File: src/rtl/clkspec_arbtst_server_pkg.sv
//------------------------------------------------------------------
// clkspec_arbtst_pkg - shared state encodings and defaults. Rev 1.0
//------------------------------------------------------------------
`default_nettype none

package clkspec_arbtst_pkg;

  typedef enum logic [1:0] {
    ST_IDLE = 2'd0,
    ST_OPND = 2'd1,
    ST_RSLT = 2'd2
  } state_t;

  localparam int DEF_WIDTH   = 4;
  localparam int DEF_NCLIENT = 2;
  localparam int DEF_CNTW    = 8;

endpackage

`default_nettype wire

File: src/rtl/clkspec_arbtst_server_if.sv
//------------------------------------------------------------------
// clkspec_arbtst_server_if - client-side bus of the adder server. Rev 1.0
//------------------------------------------------------------------
`default_nettype none

interface clkspec_arbtst_server_if #(
  parameter int WIDTH   = 4,
  parameter int NCLIENT = 2,
  parameter int CNTW    = 8
);

  logic [NCLIENT-1:0]       req;
  logic [NCLIENT*WIDTH-1:0] a_in;
  logic [NCLIENT*WIDTH-1:0] b_in;
  logic [NCLIENT-1:0]       gnt;
  logic [WIDTH-1:0]         y_out;
  logic                     y_valid;
  logic                     carry;
  logic                     busy;
  logic [CNTW-1:0]          served_cnt;

  modport master (
    output req, a_in, b_in,
    input  gnt, y_out, y_valid, carry, busy, served_cnt
  );

  modport slave (
    input  req, a_in, b_in,
    output gnt, y_out, y_valid, carry, busy, served_cnt
  );

endinterface

`default_nettype wire

File: src/rtl/clkspec_arbtst_server_rr_arbiter_n.sv
//------------------------------------------------------------------
// rr_arbiter_n - combinational round-robin pick after last_i. Rev 1.0
//------------------------------------------------------------------
`default_nettype none

module rr_arbiter_n #(
  parameter int N = 2
) (
  input  logic [N-1:0]                          eff_i,
  input  logic [((N > 1) ? $clog2(N) : 1)-1:0]  last_i,
  output logic [((N > 1) ? $clog2(N) : 1)-1:0]  winner_o,
  output logic                                  valid_o
);

  localparam int LW = (N > 1) ? $clog2(N) : 1;

  // Scan farthest-first so the nearest set bit after last_i wins.
  always_comb begin : p_scan
    int idx;
    idx      = 0;
    winner_o = '0;
    valid_o  = 1'b0;
    for (int i = N; i >= 1; i--) begin
      idx = (int'(last_i) + i) % N;
      if (eff_i[LW'(idx)]) begin
        winner_o = LW'(idx);
        valid_o  = 1'b1;
      end
    end
  end

endmodule

`default_nettype wire

File: src/rtl/clkspec_arbtst_server.sv
//------------------------------------------------------------------
// clkspec_arbtst_server - round-robin shared adder server. Rev 1.0
//------------------------------------------------------------------
`default_nettype none

module clkspec_arbtst_server
  import clkspec_arbtst_pkg::*;
#(
  parameter int WIDTH   = DEF_WIDTH,
  parameter int NCLIENT = DEF_NCLIENT,
  parameter int CNTW    = DEF_CNTW
) (
  input  logic                    clk,
  input  logic                    reset,
  clkspec_arbtst_server_if.slave  bus
);

  localparam int LW = (NCLIENT > 1) ? $clog2(NCLIENT) : 1;

  state_t               state_q;
  logic [NCLIENT-1:0]   pend_q;
  logic [NCLIENT-1:0]   gnt_q;
  logic [LW-1:0]        owner_q;
  logic [LW-1:0]        last_q;
  logic [WIDTH-1:0]     y_q;
  logic                 carry_q;
  logic                 yv_q;
  logic [CNTW-1:0]      cnt_q;

  logic [NCLIENT-1:0]   eff;
  logic [NCLIENT-1:0]   win_oh;
  logic [LW-1:0]        win_idx;
  logic                 win_vld;
  logic                 grant_now;
  logic [NCLIENT-1:0]   pend_d;
  logic [WIDTH-1:0]     a_sel;
  logic [WIDTH-1:0]     b_sel;
  logic [WIDTH:0]       sum_d;

  rr_arbiter_n #(
    .N (NCLIENT)
  ) u_arb (
    .eff_i    (eff),
    .last_i   (last_q),
    .winner_o (win_idx),
    .valid_o  (win_vld)
  );

  always_comb begin
    eff       = pend_q | bus.req;
    win_oh    = NCLIENT'(1) << win_idx;
    grant_now = win_vld && ((state_q == ST_IDLE) || (state_q == ST_RSLT));
    pend_d    = eff & ~(grant_now ? win_oh : '0);
    a_sel     = bus.a_in[int'(owner_q)*WIDTH +: WIDTH];
    b_sel     = bus.b_in[int'(owner_q)*WIDTH +: WIDTH];
    sum_d     = {1'b0, a_sel} + {1'b0, b_sel};
  end

  always_ff @(posedge clk) begin
    if (!reset) begin
      state_q <= ST_IDLE;
      pend_q  <= '0;
      gnt_q   <= '0;
      owner_q <= '0;
      last_q  <= LW'(NCLIENT-1);
      y_q     <= '0;
      carry_q <= 1'b0;
      yv_q    <= 1'b0;
      cnt_q   <= '0;
    end else begin
      pend_q <= pend_d;
      yv_q   <= 1'b0;
      case (state_q)
        ST_IDLE, ST_RSLT: begin
          if ((state_q == ST_RSLT) && (cnt_q != '1)) begin
            cnt_q <= cnt_q + 1'b1;
          end
          // From RSLT a new winner is taken directly: one op per two cycles.
          if (win_vld) begin
            gnt_q   <= win_oh;
            owner_q <= win_idx;
            last_q  <= win_idx;
            state_q <= ST_OPND;
          end else begin
            gnt_q   <= '0;
            state_q <= ST_IDLE;
          end
        end
        ST_OPND: begin
          y_q     <= sum_d[WIDTH-1:0];
          carry_q <= sum_d[WIDTH];
          yv_q    <= 1'b1;
          state_q <= ST_RSLT;
        end
        default: begin
          gnt_q   <= '0;
          state_q <= ST_IDLE;
        end
      endcase
    end
  end

  assign bus.gnt        = gnt_q;
  assign bus.y_out      = y_q;
  assign bus.y_valid    = yv_q;
  assign bus.carry      = carry_q;
  assign bus.busy       = (state_q != ST_IDLE);
  assign bus.served_cnt = cnt_q;

endmodule

`default_nettype wire

File: src/flat_wrapper.sv
// flat-port wrapper written by rule: the top's interface ports become plain ports
module clkspec_arbtst_server_flat import clkspec_arbtst_pkg::*;
#(
  parameter int WIDTH   = DEF_WIDTH,
  parameter int NCLIENT = DEF_NCLIENT,
  parameter int CNTW    = DEF_CNTW
)
  (clk, reset, bus_req, bus_a_in, bus_b_in, bus_gnt, bus_y_out, bus_y_valid, bus_carry, bus_busy, bus_served_cnt);
  clkspec_arbtst_server_if #(.WIDTH(WIDTH), .NCLIENT(NCLIENT), .CNTW(CNTW)) bus_i ();
  input  logic clk;
  input  logic reset;
  input wire logic [$bits(bus_i.req)-1:0] bus_req;
  input wire logic [$bits(bus_i.a_in)-1:0] bus_a_in;
  input wire logic [$bits(bus_i.b_in)-1:0] bus_b_in;
  output wire logic [$bits(bus_i.gnt)-1:0] bus_gnt;
  output wire logic [$bits(bus_i.y_out)-1:0] bus_y_out;
  output wire logic [$bits(bus_i.y_valid)-1:0] bus_y_valid;
  output wire logic [$bits(bus_i.carry)-1:0] bus_carry;
  output wire logic [$bits(bus_i.busy)-1:0] bus_busy;
  output wire logic [$bits(bus_i.served_cnt)-1:0] bus_served_cnt;
  assign bus_i.req = bus_req;
  assign bus_i.a_in = bus_a_in;
  assign bus_i.b_in = bus_b_in;
  assign bus_gnt = bus_i.gnt;
  assign bus_y_out = bus_i.y_out;
  assign bus_y_valid = bus_i.y_valid;
  assign bus_carry = bus_i.carry;
  assign bus_busy = bus_i.busy;
  assign bus_served_cnt = bus_i.served_cnt;
  clkspec_arbtst_server #(.WIDTH(WIDTH), .NCLIENT(NCLIENT), .CNTW(CNTW)) u_core (.clk(clk), .reset(reset), .bus(bus_i));
endmodule
File: config.mk
export PLATFORM = sky130hd
export DESIGN_NAME = clkspec_arbtst_server_flat
export DESIGN_NICKNAME = d
export VERILOG_FILES = /design/src/rtl/clkspec_arbtst_server_pkg.sv /design/src/rtl/clkspec_arbtst_server_if.sv /design/src/rtl/clkspec_arbtst_server_rr_arbiter_n.sv /design/src/rtl/clkspec_arbtst_server.sv /design/src/flat_wrapper.sv
export SDC_FILE = /design/constraint.sdc
export NUM_CORES = 1
export LEC_CHECK = 0
export ABC_CLOCK_PERIOD_IN_PS = 2750
export CAP_MARGIN = 10
export CORE_MARGIN = 2
export CORE_UTILIZATION = 44
export DETAILED_ROUTE_END_ITERATION = 8
export PLACE_DENSITY = 0.79
export RECOVER_POWER = 100
export SLEW_MARGIN = 20
export SYNTH_ARGS = -nofsm -noshare
export SYNTH_HDL_FRONTEND = slang
export SYNTH_SLANG_ARGS = --single-unit
File: constraint.sdc
create_clock -name clk -period 2.75 [get_ports clk]
set_input_delay 0.825 -clock clk [delete_from_list [all_inputs] [get_ports clk]]
set_output_delay 0.825 -clock clk [all_outputs]
set_load 0.01 [all_outputs]
Word-level counts from Yosys, hierarchy flattened. Cells that the tools add are included.

Bits in registers: 22. Bits in latches: 0. Bits in writable memories: 0. Bits in read-only memories: 0. Input bits: 20. Output and inout bits: 17. Word-level logic and storage cells: 46. Memories: 0.

Add/sub/neg operators: 4. Multiply operators: 0. Divide/modulo/power cells: 0. Order comparisons: 2. Equality and inequality tests: 3. Shift operators: 3. Multiplexer cells: 14. Bitwise gates (word level): 3. Reductions and logical operators: 8.

Operators with widths (number): $shiftx A8 B4 Y4 (2); $mux W1 (10); $add A8 B1 Y8 const B (1); $ne A8 B8 Y1 const B (1); $pmux W2 S2 (2); $lt A1 B3 Y1 const B (2); $add A4 B4 Y5 (1); $mux W2 (2); $reduce_and A2 Y1 (2); $add A1 B1 Y1 const B (2); $and A2 B2 Y2 (1); $eq A2 B1 Y1 const B (1); $eq A2 B2 Y1 const B (1); $logic_and A1 B1 Y1 (2); $logic_not A2 Y1 (1); $not A2 Y2 (1); $or A2 B2 Y2 (1); $reduce_bool A2 Y1 (1); $reduce_or A2 Y1 (1); $shl A1 B1 Y2 const A (1); $logic_or A1 B1 Y1 (1).

Logic depth before layout (Yosys ltp).
Depth after elaboration: 10. Depth in mapped cells: 9. Gate-level depth less buffers: 8.

Cells and area by module. A second synthesis with hierarchy kept.

Cells, all modules: 112. Area total of the unflattened synthesis: 1104.8 sq um.

By module, submodules not included: clkspec_arbtst_server (times used 1, cells an instance 110, area each 1083.5 sq um, seq. area each 420.4 sq um); rr_arbiter_n (times used 1, cells an instance 2, area each 21.3 sq um, seq. area each 0.0 sq um).

Worst setup path before layout. OpenSTA, ideal clock, no wires.

Kind: input to register. Start point: in bus_b_in[4]. End point: reg u_core.carry_q (netlist: u_core.bus.carry). Library setup time: 0.134 ns. Arrival: 1.908 ns. Required time: 2.616 ns. Slack: 0.707 ns. Cell stages on the path: 8. Path buffers: 0. Cell sequence: mux2_2 > ha_1 > inv_1 > fa_1 > inv_1 > a21o_1 > a21oi_1 > a21oi_1.

Cells in the longest elaborated chain, start to end: 2.

RTL lines: start, declared (line flat_wrapper.sv:14) `input wire logic [$bits(bus_i.b_in)-1:0] bus_b_in;`; $shiftx A8 B4 Y4 (line clkspec_arbtst_server.sv:55) `b_sel = bus.b_in[int'(owner_q)*WIDTH +: WIDTH];`; $add A4 B4 Y5 (line clkspec_arbtst_server.sv:56) `sum_d = {1'b0, a_sel} + {1'b0, b_sel};`; end signal, assigned (line clkspec_arbtst_server.sv:91) `carry_q <= sum_d[WIDTH];`; end, declared (line clkspec_arbtst_server.sv:26) `logic carry_q;`.

No other way between the ends. A chain may end at the register's enable or synchronous reset.

Worst setup path in the final report.
Start point: reg u_core.state_q[0]. End point: out bus_busy.

Cells in the longest elaborated chain, start to end: 1.

RTL lines: start, declared (line clkspec_arbtst_server.sv:20) `state_t state_q;`; start signal, assigned (line clkspec_arbtst_server.sv:61) `state_q <= ST_IDLE;`; start signal, assigned (line clkspec_arbtst_server.sv:83) `state_q <= ST_OPND;`; start signal, assigned (line clkspec_arbtst_server.sv:86) `state_q <= ST_IDLE;`; $reduce_bool A2 Y1 (line clkspec_arbtst_server.sv:107) `assign bus.busy = (state_q != ST_IDLE);`; end, declared (line flat_wrapper.sv:19) `output wire logic [$bits(bus_i.busy)-1:0] bus_busy;`.

No other way between the ends.

==> run_results.csv <==
group,metric,value,unit
status,status,"finished, final reports clean",
detailed_routing,via_per_inst,5.21,
layout,diodes,0,
critical_path,reg2reg_depth,8,
global_route,first_global_vias,827,
synthesis,ys_ff_latch,20,
synthesis,synth_top_area_share,38.3,%
synthesis,synthTopCellsByCount,"dfxtp_1 (20), mux2_2 (6), o21ai_0 (6)",
sta,max_freq,407,MHz
hold_path,min_to,"u_core.bus.gnt[1]$_SDFFE_PN0N_",
detailed_routing,drc,0,
critical_path,cp_max_fo,9,
sta,worst_pin_slew,0.427,ns
clock_tree,numClockSinks,20,
hold_path,hold_class,"reg -> reg",
die,initial_core_util,46.8,%
synthesis,synthTopCellsByArea,"dfxtp_1 (38%), mux2_2 (6.5%), ha_1 (6.0%)",
synthesis,netlist_area,1050,um2
die,rows,17,
clock_tree,cts-root-buf,"clkbuf_4",
hold_path,hp-start,"u_core.bus.gnt[1]$_SDFFE_PN0N_",
detailed_routing,finalWirelength,2330,um
synthesis,synth_fp_nets,131,
critical_path,slowest_delay,0.61,ns
clock_tree,ctsHoldBuffers,0,
place,port_buffers,35,
sta,hold_viol,0,
synthesis,synth_edf_count,0,
global_route,grt_pass1_wl,3670,um
die,design.die.area,2780,um2
sta,finalSetupTns,0,ns
detailed_routing,wl_per_cell,13.7,um
critical_path,reg2reg_from,"u_core.owner_q$_SDFFE_PN0P_",
synthesis,yosys.area.top_type,"dfxtp_1",
synthesis,yosysMostFrequentCell,"dfxtp_1",
synthesis,yosysUniqueCellTypes,38,
sta,finalCritPeriodShare,89.4,%
critical_path,cp_data_required_time,1.93,ns
clock_tree,cts.repair.resized,0,
sta,grt_setup_unrepaired,"no",
clock_tree,htreeDepth,1,
power,p_leak,0.000629,uW
critical_path,crit_arrival,1.63,ns
detailed_routing,vias,885,
synthesis,ys.flop_type,"dfxtp_1",
critical_path,cp-start-kind,"flip-flop",
die,coreArea,2230,um2
clock_tree,path_clk_slew,0.11,ns
sta,relSlewSlack,71.5,%
synthesis,synth.avg_cell_area,9.96,um2
place,place_inst,166,
clock_tree,clockBufferDepth,2,
detailed_routing,dr.pass1.iters,4,
synthesis,ys_async_sr_fraction,0,%
die,num_io_pins,37,
critical_path,path_cells,"or2_2 > dlygate4sd3_1",
job,cap_violations,0,
clock_tree,cts_buffers,3,
place,dpl.hpwl,1830,um
sta,fin_crit,2.46,ns
critical_path,regToRegEndpoint,"u_core.bus.carry$_SDFFE_PN0P_",
global_route,grt_use_total,18.1,%
clock_tree,cts_tree,"done",
layout,syn2layout_area_growth,38.6,%
global_route,antenna_found_initial,0,
synthesis,synthCells,105,
critical_path,endpoint_kind,"primary output",
sta,fin_worst_skew,0.00157,ns
global_route,grt_max_degree,14,
place,gp_congestion,0.756,
die,die_x,52.8,um
sta,slew_viol_final,0,
hold_path,hold_depth,1,
layout,drive_gt1_share,11.3,%
clock_tree,cts_setup_buffers,0,
detailed_routing,first_iter_violations,8,
layout,nets,169,
critical_path,critical_path.slowest_cell,"dlygate4sd3_1",
critical_path,ff2ff_setup_slack,0.67,ns
power,power.total,621,uW
critical_path,crit_type,"reg -> out",
layout,final_cells,170,
synthesis,seq_area_frac_synth,38.3,%
power,p_per_area,428,nW/um2
global_route,gr-total-overflow,0,
die,die_h,52.8,um
power,peakVddDrop,0.395,mV
synthesis,ys_warn_count,0,
detailed_routing,drtAntennaViolNets,0,
clock_tree,insertion_delay,0.29,ns
sta,setup_viol,0,
layout,fill_cells,185,
routing by layer:
metal	global-route usage [%]	routed length (um)	up-vias
li1	-	-	451
met1	20.7	966	415
met2	33.1	1260	15
met3	4.29	72	4
met4	5.13	34	0
met5	0	0	-
cell families (layout without fill, tap and decap cells):
family	after synthesis	count (layout)	share of synthesized area, %
compound gates	25	25	16.9
fa+ha+maj	6	6	7.89
mux	11	11	11.2
flops	20	20	38.3
simple gates	31	31	18.8
xor+xnor	4	4	3.35
buf+inv	8	45	3.59
power breakdown:
| part | switching, uW | internal [uW] | total (uW) |
|---|---|---|---|
| Clock | 89.8 | 80.6 | 170 |
| Combinational | 54.1 | 77.2 | 131 |
| Sequential | 14.7 | 305 | 319 |
| Total | 159 | 463 | 621 |
worst max-delay path by stage:
stage                                             from                            end  slack, ns  cells past startpoint
after floorplan                            bus_b_in[4]  u_core.bus.carry$_SDFFE_PN0P_       0.71                      8
after global placement                     bus_b_in[4]  u_core.bus.carry$_SDFFE_PN0P_       0.22                      9
after detailed placement                   bus_b_in[0]  u_core.bus.carry$_SDFFE_PN0P_       0.18                      9
after CTS                 u_core.state_q[0]$_SDFF_PN0_                       bus_busy       0.38                      2
after global routing      u_core.state_q[0]$_SDFF_PN0_                       bus_busy       0.23                      2
final                     u_core.state_q[0]$_SDFF_PN0_                       bus_busy       0.29                      2
registers in the layout, summed over array words and instances, names as in the netlist:
| signal | cells |
|---|---|
| u_core.bus.carry | 1 |
| u_core.bus.gnt | 2 |
| u_core.bus.served_cnt | 8 |
| u_core.bus.y_out | 4 |
| u_core.last_q | 1 |
| u_core.owner_q | 1 |
| u_core.pend_q | 1 |
| u_core.state_q | 2 |
area by class of cell:
type | instances | area, um2 | area share, %
multi-input combinational | 77 | 606 | 41.8
sequential | 20 | 400 | 27.6
timing repair buffer | 36 | 354 | 24.4
clock buffer | 4 | 36.3 | 2.50
tap | 28 | 35.0 | 2.42
inverter | 5 | 18.8 | 1.29
metrics by stage:
stage | util, % | setup WS, ns | hold WS, ns | instance area, um2
3_3_place_gp | 63.6 | 0.220 | 0.442 | 1420
4_1_cts | 65.2 | 0.382 | 0.477 | 1460
5_1_grt | 64.9 | 0.230 | 0.485 | 1450
6_report | 64.9 | 0.292 | 0.468 | 1450
3_5_place_dp | 63.6 | 0.177 | 0.443 | 1420
2_1_floorplan | - | 0.707 | 0.451 | 1050
cells in the final DEF, fill, tap and decap left out, drive strengths merged, types with 2 or more instances in the layout:
cell,synthesis,layout
a21boi,4,4
a21o,3,3
a21oi,4,4
and2,4,4
clkbuf,2,5
clkdlybuf4s50,0,15
dfxtp,20,20
dlygate4sd3,0,20
ha,5,5
inv,5,5
mux2,6,6
mux2i,5,5
nand2,4,4
nand3,3,3
nand4,3,3
nor2,4,4
nor2b,4,4
o211a,2,2
o211ai,2,2
o21ai,7,7
or3,3,3
xnor2,4,4
worst max-delay path: cells and delay by family, from the launching register on:
kind	cells	cell delay, ns
buffers and inverters	1	0.61
DFF	1	0.42
and+or+nand+nor	1	0.31
Power figures use the tool's default switching activity.
